File: src/rtl/op_seq_pkg.sv
// Shared types and helpers for the op_sequencer block.
package op_seq_pkg;

    typedef enum logic [2:0] {
        ENTER     = 3'd0,
        ENTER_REL = 3'd1,
        COMPUTE   = 3'd2,
        DISP      = 3'd3,
        DISP_REL  = 3'd4
    } seq_state_t;

    // Width of the shared operand/result index: clog2 of the larger count, never below 1 bit.
    function automatic int unsigned idx_width(input int unsigned n_ops, input int unsigned n_res);
        int unsigned m;
        m = (n_ops > n_res) ? n_ops : n_res;
        if (m < 2) m = 2;
        return $clog2(m);
    endfunction

endpackage

File: src/rtl/op_sequencer_if.sv
// Board/datapath-facing bundle of op_sequencer.
// master: the sequencer; slave: switches, LEDs and the datapath.
interface op_sequencer_if #(
    parameter int unsigned WORD_W = 16,
    parameter int unsigned N_OPS  = 4,
    parameter int unsigned N_RES  = 2,
    parameter int unsigned IDX_W  = op_seq_pkg::idx_width(N_OPS, N_RES)
);
    logic                      handshake;
    logic [WORD_W-1:0]         data_in;
    logic [N_OPS*WORD_W-1:0]   operands;
    logic                      start;
    logic                      res_valid;
    logic [N_RES*WORD_W-1:0]   results;
    logic [WORD_W-1:0]         led;
    logic [IDX_W-1:0]          idx;
    logic                      err;

    modport master (
        input  handshake, data_in, res_valid, results,
        output operands, start, led, idx, err
    );

    modport slave (
        output handshake, data_in, res_valid, results,
        input  operands, start, led, idx, err
    );
endinterface

File: src/rtl/op_sequencer_hs_edge.sv
// Handshake edge detector with optional 2-flop input synchroniser.
// Macro OP_SEQUENCER_SYNC_EN: when defined, handshake and data pass through two flops first.
module hs_edge #(
    parameter int unsigned WORD_W = 16
) (
    input  logic              clk,
    input  logic              reset,
    input  logic              i_hs,
    input  logic [WORD_W-1:0] i_data,
    output logic              o_rise,
    output logic              o_fall,
    output logic [WORD_W-1:0] o_data
);
    logic w_hs;
    logic r_hs_q;

`ifdef OP_SEQUENCER_SYNC_EN
    logic [1:0]        r_hs_sync;
    logic [WORD_W-1:0] r_data_s1;
    logic [WORD_W-1:0] r_data_s2;

    // Two-stage synchroniser; data is delayed alongside the handshake so they stay aligned.
    always_ff @(posedge clk or posedge reset) begin
        if (reset) begin
            r_hs_sync <= 2'b00;
            r_data_s1 <= '0;
            r_data_s2 <= '0;
        end else begin
            r_hs_sync <= {r_hs_sync[0], i_hs};
            r_data_s1 <= i_data;
            r_data_s2 <= r_data_s1;
        end
    end

    assign w_hs   = r_hs_sync[1];
    assign o_data = r_data_s2;
`else
    assign w_hs   = i_hs;
    assign o_data = i_data;
`endif

    // Previous handshake sample for edge detection.
    always_ff @(posedge clk or posedge reset) begin
        if (reset) r_hs_q <= 1'b0;
        else       r_hs_q <= w_hs;
    end

    assign o_rise = w_hs & ~r_hs_q;
    assign o_fall = ~w_hs & r_hs_q;
endmodule

File: src/rtl/op_sequencer.sv
// Operand-entry / compute / result-display sequencer for the switch+LED front end.
// Macro OP_SEQUENCER_SYNC_EN (see hs_edge) adds a 2-cycle input synchroniser.
module op_sequencer
    import op_seq_pkg::*;
#(
    parameter int unsigned WORD_W  = 16,
    parameter int unsigned N_OPS   = 4,
    parameter int unsigned N_RES   = 2,
    parameter int unsigned TIMEOUT = 1024
) (
    input logic           clk,
    input logic           reset,
    op_sequencer_if.master bus
);
    localparam int unsigned IDX_W = idx_width(N_OPS, N_RES);
    localparam int unsigned WD_W  = $clog2(TIMEOUT);
    localparam logic [IDX_W-1:0] LAST_OP  = IDX_W'(N_OPS - 1);
    localparam logic [IDX_W-1:0] LAST_RES = IDX_W'(N_RES - 1);
    localparam logic [WD_W-1:0]  WD_LAST  = WD_W'(TIMEOUT - 1);

    seq_state_t              r_state, w_state_d;
    logic [IDX_W-1:0]        r_idx, w_idx_d;
    logic [N_OPS*WORD_W-1:0] r_ops, w_ops_d;
    logic [WD_W-1:0]         r_wdog, w_wdog_d;
    logic                    r_err, w_err_d;
    logic                    r_start, w_start_d;
    logic [WORD_W-1:0]       r_led, w_led_d;

    logic                    w_rise, w_fall;
    logic [WORD_W-1:0]       w_data;

    hs_edge #(.WORD_W(WORD_W)) u_hs_edge (
        .clk    (clk),
        .reset  (reset),
        .i_hs   (bus.handshake),
        .i_data (bus.data_in),
        .o_rise (w_rise),
        .o_fall (w_fall),
        .o_data (w_data)
    );

    // Next-state logic: one edge moves at most one state; edges in COMPUTE are ignored.
    always_comb begin
        w_state_d = r_state;
        w_idx_d   = r_idx;
        w_ops_d   = r_ops;
        w_wdog_d  = r_wdog;
        w_err_d   = r_err;
        w_start_d = 1'b0;
        case (r_state)
            ENTER: begin
                if (w_rise) begin
                    w_ops_d[int'(r_idx)*WORD_W +: WORD_W] = w_data;
                    w_err_d   = 1'b0;
                    w_state_d = ENTER_REL;
                end
            end
            ENTER_REL: begin
                if (w_fall) begin
                    if (r_idx == LAST_OP) begin
                        w_idx_d   = '0;
                        w_start_d = 1'b1;
                        w_wdog_d  = '0;
                        w_state_d = COMPUTE;
                    end else begin
                        w_idx_d   = r_idx + IDX_W'(1);
                        w_state_d = ENTER;
                    end
                end
            end
            COMPUTE: begin
                // A result arriving on the expiry cycle still wins over the timeout.
                if (bus.res_valid) begin
                    w_idx_d   = '0;
                    w_wdog_d  = '0;
                    w_state_d = DISP;
                end else if (r_wdog == WD_LAST) begin
                    w_err_d   = 1'b1;
                    w_idx_d   = '0;
                    w_wdog_d  = '0;
                    w_state_d = ENTER;
                end else begin
                    w_wdog_d  = r_wdog + WD_W'(1);
                end
            end
            DISP: begin
                if (w_rise) w_state_d = DISP_REL;
            end
            DISP_REL: begin
                if (w_fall) begin
                    if (r_idx == LAST_RES) begin
                        w_idx_d   = '0;
                        w_state_d = ENTER;
                    end else begin
                        w_idx_d   = r_idx + IDX_W'(1);
                        w_state_d = DISP;
                    end
                end
            end
            default: begin
                w_idx_d   = '0;
                w_state_d = ENTER;
            end
        endcase
    end

    // LED register is loaded from the next state so it is valid on the first DISP cycle.
    always_comb begin
        w_led_d = '0;
        if (w_state_d == DISP || w_state_d == DISP_REL) begin
            w_led_d = bus.results[int'(w_idx_d)*WORD_W +: WORD_W];
        end
    end

    // State registers.
    always_ff @(posedge clk or posedge reset) begin
        if (reset) begin
            r_state <= ENTER;
            r_idx   <= '0;
            r_ops   <= '0;
            r_wdog  <= '0;
            r_err   <= 1'b0;
            r_start <= 1'b0;
            r_led   <= '0;
        end else begin
            r_state <= w_state_d;
            r_idx   <= w_idx_d;
            r_ops   <= w_ops_d;
            r_wdog  <= w_wdog_d;
            r_err   <= w_err_d;
            r_start <= w_start_d;
            r_led   <= w_led_d;
        end
    end

    assign bus.operands = r_ops;
    assign bus.start    = r_start;
    assign bus.led      = r_led;
    assign bus.idx      = r_idx;
    assign bus.err      = r_err;
endmodule

File: src/flat_wrapper.sv
// flat-port wrapper written by rule: the top's interface ports become plain ports
module op_sequencer_flat import op_seq_pkg::*;
#(
    parameter int unsigned WORD_W  = 16,
    parameter int unsigned N_OPS   = 4,
    parameter int unsigned N_RES   = 2,
    parameter int unsigned TIMEOUT = 1024
)
  (clk, reset, bus_handshake, bus_data_in, bus_res_valid, bus_results, bus_operands, bus_start, bus_led, bus_idx, bus_err);
  op_sequencer_if #(.WORD_W(WORD_W), .N_OPS(N_OPS), .N_RES(N_RES)) bus_i ();
  input logic clk;
  input logic reset;
  input wire logic [$bits(bus_i.handshake)-1:0] bus_handshake;
  input wire logic [$bits(bus_i.data_in)-1:0] bus_data_in;
  input wire logic [$bits(bus_i.res_valid)-1:0] bus_res_valid;
  input wire logic [$bits(bus_i.results)-1:0] bus_results;
  output wire logic [$bits(bus_i.operands)-1:0] bus_operands;
  output wire logic [$bits(bus_i.start)-1:0] bus_start;
  output wire logic [$bits(bus_i.led)-1:0] bus_led;
  output wire logic [$bits(bus_i.idx)-1:0] bus_idx;
  output wire logic [$bits(bus_i.err)-1:0] bus_err;
  assign bus_i.handshake = bus_handshake;
  assign bus_i.data_in = bus_data_in;
  assign bus_i.res_valid = bus_res_valid;
  assign bus_i.results = bus_results;
  assign bus_operands = bus_i.operands;
  assign bus_start = bus_i.start;
  assign bus_led = bus_i.led;
  assign bus_idx = bus_i.idx;
  assign bus_err = bus_i.err;
  op_sequencer #(.WORD_W(WORD_W), .N_OPS(N_OPS), .N_RES(N_RES), .TIMEOUT(TIMEOUT)) u_core (.clk(clk), .reset(reset), .bus(bus_i));
endmodule
File: config.mk
export PLATFORM = sky130hd
export DESIGN_NAME = op_sequencer_flat
export DESIGN_NICKNAME = d
export VERILOG_FILES = /design/src/rtl/op_seq_pkg.sv /design/src/rtl/op_sequencer_if.sv /design/src/rtl/op_sequencer_hs_edge.sv /design/src/rtl/op_sequencer.sv /design/src/flat_wrapper.sv
export SDC_FILE = /design/constraint.sdc
export NUM_CORES = 1
export LEC_CHECK = 0
export ABC_AREA = 1
export BUFFER_PORTS_ARGS = -buffer_cell sky130_fd_sc_hd__buf_4
export CAP_MARGIN = 40
export CORE_MARGIN = 1.5
export CORE_UTILIZATION = 44
export DETAILED_ROUTE_END_ITERATION = 8
export PLACE_DENSITY = 0.71
export SYNTH_ARGS = -nofsm -noshare
export SYNTH_HDL_FRONTEND = slang
export SYNTH_HIERARCHICAL = 1
export SYNTH_SLANG_ARGS = --single-unit
File: constraint.sdc
create_clock -name clk -period 2.8 [get_ports clk]
set_clock_uncertainty 0.05 [all_clocks]
set_input_delay 0.42 -clock clk [delete_from_list [all_inputs] [get_ports clk]]
set_output_delay 0.42 -clock clk [all_outputs]
set_load 0.02 [all_outputs]
Yosys cells after proc, flatten, opt, wreduce, memory -nomap -nowiden
Index checks and enable logic that the tools add are counted.

Input port bits: 52. Output and inout port bits: 84. Bits in registers: 98. Word-level logic and storage cells: 70.

Eq/ne operators: 14. Reductions and logical operators: 8. Mux-type cells: 30. Shift operators: 3. Bitwise operators: 4. $add $sub $neg: 3.

Operators with widths (count): 64-bit bitwise mux (1); 16-bit by 34-bit variable shift with 64-bit output (first input constant) (1); 16-bit by 34-bit variable part select with 64-bit output (1); 10-bit two-way mux (4); 6-bit negation with 34-bit output (1); 32-bit by 7-bit variable part select with 16-bit output (1); 10-bit one-hot mux with 2 select lines (1); 3-bit two-way mux (6); 16-bit two-way mux (1); 2-bit two-way mux (8); 3-bit one-hot mux with 5 select lines (1); 10-bit by 1-bit adder with 10-bit output (second input constant) (1); 10-bit == test (second input constant) (1); 3-bit by 2-bit == test with 1-bit output (second input constant) (3); 2-bit one-hot mux with 4 select lines (1); 3-bit == test (second input constant) (2); 1-bit two-way mux (6); 2-bit inequality test (second input constant) (3); 2-bit by 1-bit inequality test with 1-bit output (second input constant) (2); 4-bit AND reduction (1); 2-bit nonzero test (2); 3-bit by 1-bit == test with 1-bit output (second input constant) (1); 3-bit logical NOT (1); 3-bit AND reduction (1); 9 further kinds (11).

Longest topological paths before layout
Depth after elaboration: 7. Mapped depth: 12. Mapped depth without buffers: 11.

Hierarchy
The synthesis kept the hierarchy.

Modules (own cells, without submodules): op_sequencer (area an instance 5043.6 µm², cells an instance 603, seq. area each 2427.3 µm², times used 1); hs_edge (area an instance 163.9 µm², cells an instance 22, seq. area each 25.0 µm², times used 1).

Least setup slack after synthesis
Ideal clock, no wire load.

Path type: register to register. Start: register u_core.r_idx[0], in the netlist u_core/bus.idx[0]. End: register u_core.r_led[10], in the netlist u_core/bus.led[10]. Buffers on the path: 2. Setup time: 0.117 ns. Data arrival time: 1.950 ns. Path slack: 0.682 ns. Data required time: 2.633 ns. Period minus slack after synthesis: 2.118 ns. Cell stages (with the launch flop): 12. Path through: dfrtp_1 > inv_1 > ha_1 > buf_2 > clkinv_1 > o21ai_1 > nand2_1 > nand2_1 > nor2_4 > buf_6 > nand3_1 > nor2_2.

Word-level cells in the longest chain between the ends: 7. Elaborated cells on any way between the ends: 20. Classes of those cells: add/sub (1); eq/ne (4); shift (1); mux (13); reduce/logical (1).

RTL lines: start: declaration (RTL line op_sequencer.sv:22) `logic [IDX_W-1:0] r_idx, w_idx_d;`; start signal: assignment (RTL line op_sequencer.sv:127) `r_idx <= w_idx_d;`; parallel branches: the longest is 6 deep, another holds 2-bit by 1-bit adder with 2-bit output; 16-bit two-way mux (*) (RTL line op_sequencer.sv:110) `if (w_state_d == DISP || w_state_d == DISP_REL) begin`; named net u_core.w_led_d[10] (RTL line op_sequencer.sv:27) `logic [WORD_W-1:0] r_led, w_led_d;`; end signal: assignment (RTL line op_sequencer.sv:132) `r_led <= w_led_d;`; end: declaration (RTL line op_sequencer.sv:27).

Mark *: on every way through the listed nets, which the timed path passes. A chain may end at the register's enable or synchronous reset.

Final worst setup path
Start: register u_core.r_idx[0], in the netlist u_core/bus.idx[0]. End: register u_core.r_ops[6], in the netlist u_core/bus.operands[6].

Word-level cells in the longest chain between the ends: 3. Elaborated cells on any way between the ends: 4. Classes of those cells: add/sub (1); shift (2); mux (1).

RTL lines: 6-bit negation with 34-bit output (*) (RTL line op_sequencer.sv:53) `w_ops_d[int'(r_idx)*WORD_W +: WORD_W] = w_data;`; 16-bit by 34-bit variable part select with 64-bit output / 16-bit by 34-bit variable shift with 64-bit output (equally long branches) (RTL line op_sequencer.sv:53); 64-bit bitwise mux (*) (RTL line op_sequencer.sv:53); end signal: assignment (RTL line op_sequencer.sv:128) `r_ops <= w_ops_d;`; end: declaration (RTL line op_sequencer.sv:23) `logic [N_OPS*WORD_W-1:0] r_ops, w_ops_d;`.

Every way passes the cells marked *; elsewhere a longest branch is shown, timed or not.

==> results.sh <==
export IMPL_cts_resized=0
export IMPL_max_vdd_ir_drop_mv=0.502
export IMPL_first_pass_iters=5
export IMPL_swShare_pct=44.0
export IMPL_h_tree_depth=3
export IMPL_via_per_inst=5.34
export IMPL_syn_cell_area_um2=5210
export IMPL_hold_ws_ns=0.153
export IMPL_grt_ovfl_total=0
export IMPL_worst_pin_slew_ns=0.585
export IMPL_core_region_area_um2=11500
export IMPL_wl_um=13600
export IMPL_vias=4700
export IMPL_clk_latency_ns=0.35
export IMPL_grt_busiest_layer="met2"
export IMPL_cts_hold_buf=1
export IMPL_cts_sinks=98
export IMPL_drtAntennaViolNets=0
export IMPL_die_y_um=112
export IMPL_status="complete, no violations"
export IMPL_grt_max_degree=98
export IMPL_grt_util_met1_pct=28.1
export IMPL_drc_errors=0
export IMPL_post_cts_buffers=0
export IMPL_maxCapViolations=0
export IMPL_leakagePower_nw=3.65
export IMPL_use_met3_pct=5.06
export IMPL_antenna_found_initial=0
export IMPL_grt_total_usage_pct=22.2
export IMPL_seqPwrFrac_pct=32.7
export IMPL_rsz0062_at_grt="no"
export IMPL_ys_seq_elements=98
export IMPL_place_congestion=0.838
export IMPL_p_total_mw=5.97
export IMPL_worstPathArrival_ns=2.49
export IMPL_io_pins=136
export IMPL_cts_tree="yes"
export IMPL_dp_slack_ns=0.584
export IMPL_hold_viol=0
export IMPL_cts_root_buf="clkbuf_16"
export IMPL_setup_violations_final=0
export IMPL_critPathLaunchType="flip-flop"
export IMPL_path_clk_slew_ns=0.07
export IMPL_areaGrowthSynthToFinish_pct=24.7
export IMPL_grt_pass1_wl_um=22500
export IMPL_start_util_pct=45.4
export IMPL_cts_made_buffers=9
export IMPL_maxSlewHeadroom_pct=60.9
export IMPL_synthDistinctLibCells=32
export IMPL_finalSetupTns_ns=0
export IMPL_row_count=39
export IMPL_p_sw_mw=2.63
export IMPL_clockPowerShare_pct=21.1
export IMPL_synthCells=625
export IMPL_synth_nets=686
export IMPL_grtUsageMet2_pct=37.6
export IMPL_post_synth_cell_area_avg_um2=8.33
export IMPL_drv_slew=0
export IMPL_cp_end_kind="flip-flop"
export IMPL_die_w_um=112
export IMPL_layout_min_cycle_time_ns=2.25
export IMPL_io_buffers=135
export IMPL_routedWlPerCell_um=15.4
export IMPL_nNetsFinal=793
export IMPL_cts_buffer_depth=2
export IMPL_drive_above_1_share_pct=29.0
export IMPL_drtIter0Drc=331
export IMPL_yosysWarnings=6
export IMPL_p_per_area_nw_per_um2=920
export IMPL_fin_crit_sh_pct=80.4
export IMPL_layout_setup_ws_ns=0.549
export IMPL_critPathKind="flip-flop to flip-flop"
export IMPL_fmax_ghz=0.444
export IMPL_dp_hpwl_um=9540
export IMPL_synth_seq_area_share_pct=47.1
export IMPL_die_area_um2=12500
export IMPL_hold_class="input pin to flip-flop"
export IMPL_internal_power_mw=3.35
export IMPL_ff2ff_setup_slack_ns=0.55
export IMPL_grt_pass1_vias=4661
export IMPL_critPathMaxFanout=17
export IMPL_pwr_share_comb_pct=46.2
export IMPL_antenna_cells=0
export IMPL_worst_ep_required_time_ns=3.04
[power by group through the flow]
| stage | logic [mW] | registers [mW] | clock network [mW] |
|---|---|---|---|
| 5_1_grt | 3.02 | 1.99 | 1.34 |
| 3_5_place_dp | 2.74 | 1.97 | 0 |
| 4_1_cts | 2.75 | 1.95 | 1.29 |
| 2_1_floorplan | 1.59 | 2.26 | 0 |
| 3_3_place_gp | 2.70 | 1.96 | 0 |
| 6_report | 2.76 | 1.95 | 1.26 |
[cell usage after synthesis]
cell      number  area share (%)
a21oi_1        7            0.67
a21oi_4        1            0.31
a22o_1         1            0.17
and3_1         1            0.12
buf_1          1           0.072
buf_2         15             1.4
buf_4         19             2.7
buf_6          4            0.86
clkbuf_1      10            0.72
clkinv_1       1           0.072
dfrtp_1       98              47
ha_1           9             2.2
inv_1         73             5.3
inv_2          7            0.50
inv_4          2            0.24
nand2_1       97             7.0
nand2_2        6            0.72
nand3_1       70             6.7
nand3_2        7             1.3
nand4_1       49             5.9
nand4_2        1            0.24
nor2_1        37             2.7
nor2_2        17             2.0
nor2_4         9             1.9
nor2_8         1            0.38
nor3_1         3            0.29
o21ai_0       61             5.9
o21ai_1       13             1.2
o21ai_2        2            0.34
o32ai_4        1            0.53
o41ai_1        1            0.17
xor2_1         1            0.17
[worst max-delay path, stage by stage (launching register included)]
cell and delay [ns]:
dfrtp_1 0.51, inv_1 0.25, ha_1 0.55, inv_1 0.16, nor3_1 0.21, buf_4 0.25, nand3_1 0.11, nand2_1 0.08
[cell usage in the layout, fill, tap and decap left out, types with 2 or more instances in the layout]
cell type,n
nand2_1,97
o21ai_2,2
nor2_4,9
a21oi_1,7
clkbuf_16,9
inv_6,2
inv_1,72
ha_1,9
nor2_2,17
o21ai_0,61
nand3_1,70
nand4_1,49
o21ai_1,13
inv_2,7
nor3_1,3
inv_4,2
nand3_2,7
nand2_2,6
dfrtp_1,98
buf_4,143
nor2_1,37
clkinvlp_4,2
[routing by layer]
layer	wire length, µm	part of all wire [%]
met1	5730	42
met2	6780	50
met5	0	0
met3	820	6.0
met4	251	1.8
[logic make-up after synthesis]
family	count (synthesis)	share of synthesized area [%]
DFF	98	47.1
adders and majority gates	9	2.16
xor gates and xnor gates	1	0.168
buffers and inverters	132	11.9
AOI/OAI and AO/OA	87	9.30
and+or+nand+nor	298	29.4
[flip-flops by register name, indices dropped and copies added, names as in the netlist]
| register | count |
|---|---|
| u_core/r_state | 3 |
| u_core/bus.operands | 64 |
| u_core/r_wdog | 10 |
| u_core/bus.start | 1 |
| u_core/bus.err | 1 |
| u_core/u_hs_edge/r_hs_q | 1 |
| u_core/bus.led | 16 |
| u_core/bus.idx | 2 |
[through the flow]
step | instances | util (%) | instance area, µm²
after global routing | 880 | 56.6 | 6490
after detailed placement | 863 | 53.9 | 6180
after floorplan | 625 | - | 5210
after CTS | 880 | 56.6 | 6490
final | 880 | 56.6 | 6490
after global placement | 863 | 53.9 | 6180
[cell type report]
cell class	count	area, µm²
Clock buffer	11	243
Clock inverter	5	60.1
Fill cell	1027	4970
Inverter	83	320
Multi-Input combinational cell	395	2130
Sequential cell	98	2450
Tap cell	143	179
Timing Repair Buffer	145	1100
[path summary, 6_finish.rpt]
path                                                   start                             endpoint  depth (start not counted)
min in group asynchronous                              reset    u_core/u_hs_edge/r_hs_q$_DFF_PP0_                          3
max in group asynchronous                              reset  u_core/bus.operands[35]$_DFFE_PP0P_                          4
worst min register to register  u_core/r_wdog[7]$_DFFE_PP0P_         u_core/r_wdog[7]$_DFFE_PP0P_                          2
worst max register to register   u_core/bus.idx[0]$_DFF_PP0_   u_core/bus.operands[6]$_DFFE_PP0P_                          7
worst min-delay path                           bus_handshake    u_core/u_hs_edge/r_hs_q$_DFF_PP0_                          1
worst max-delay path             u_core/bus.idx[0]$_DFF_PP0_   u_core/bus.operands[6]$_DFFE_PP0P_                          7
(Power assumes the default switching activity.)
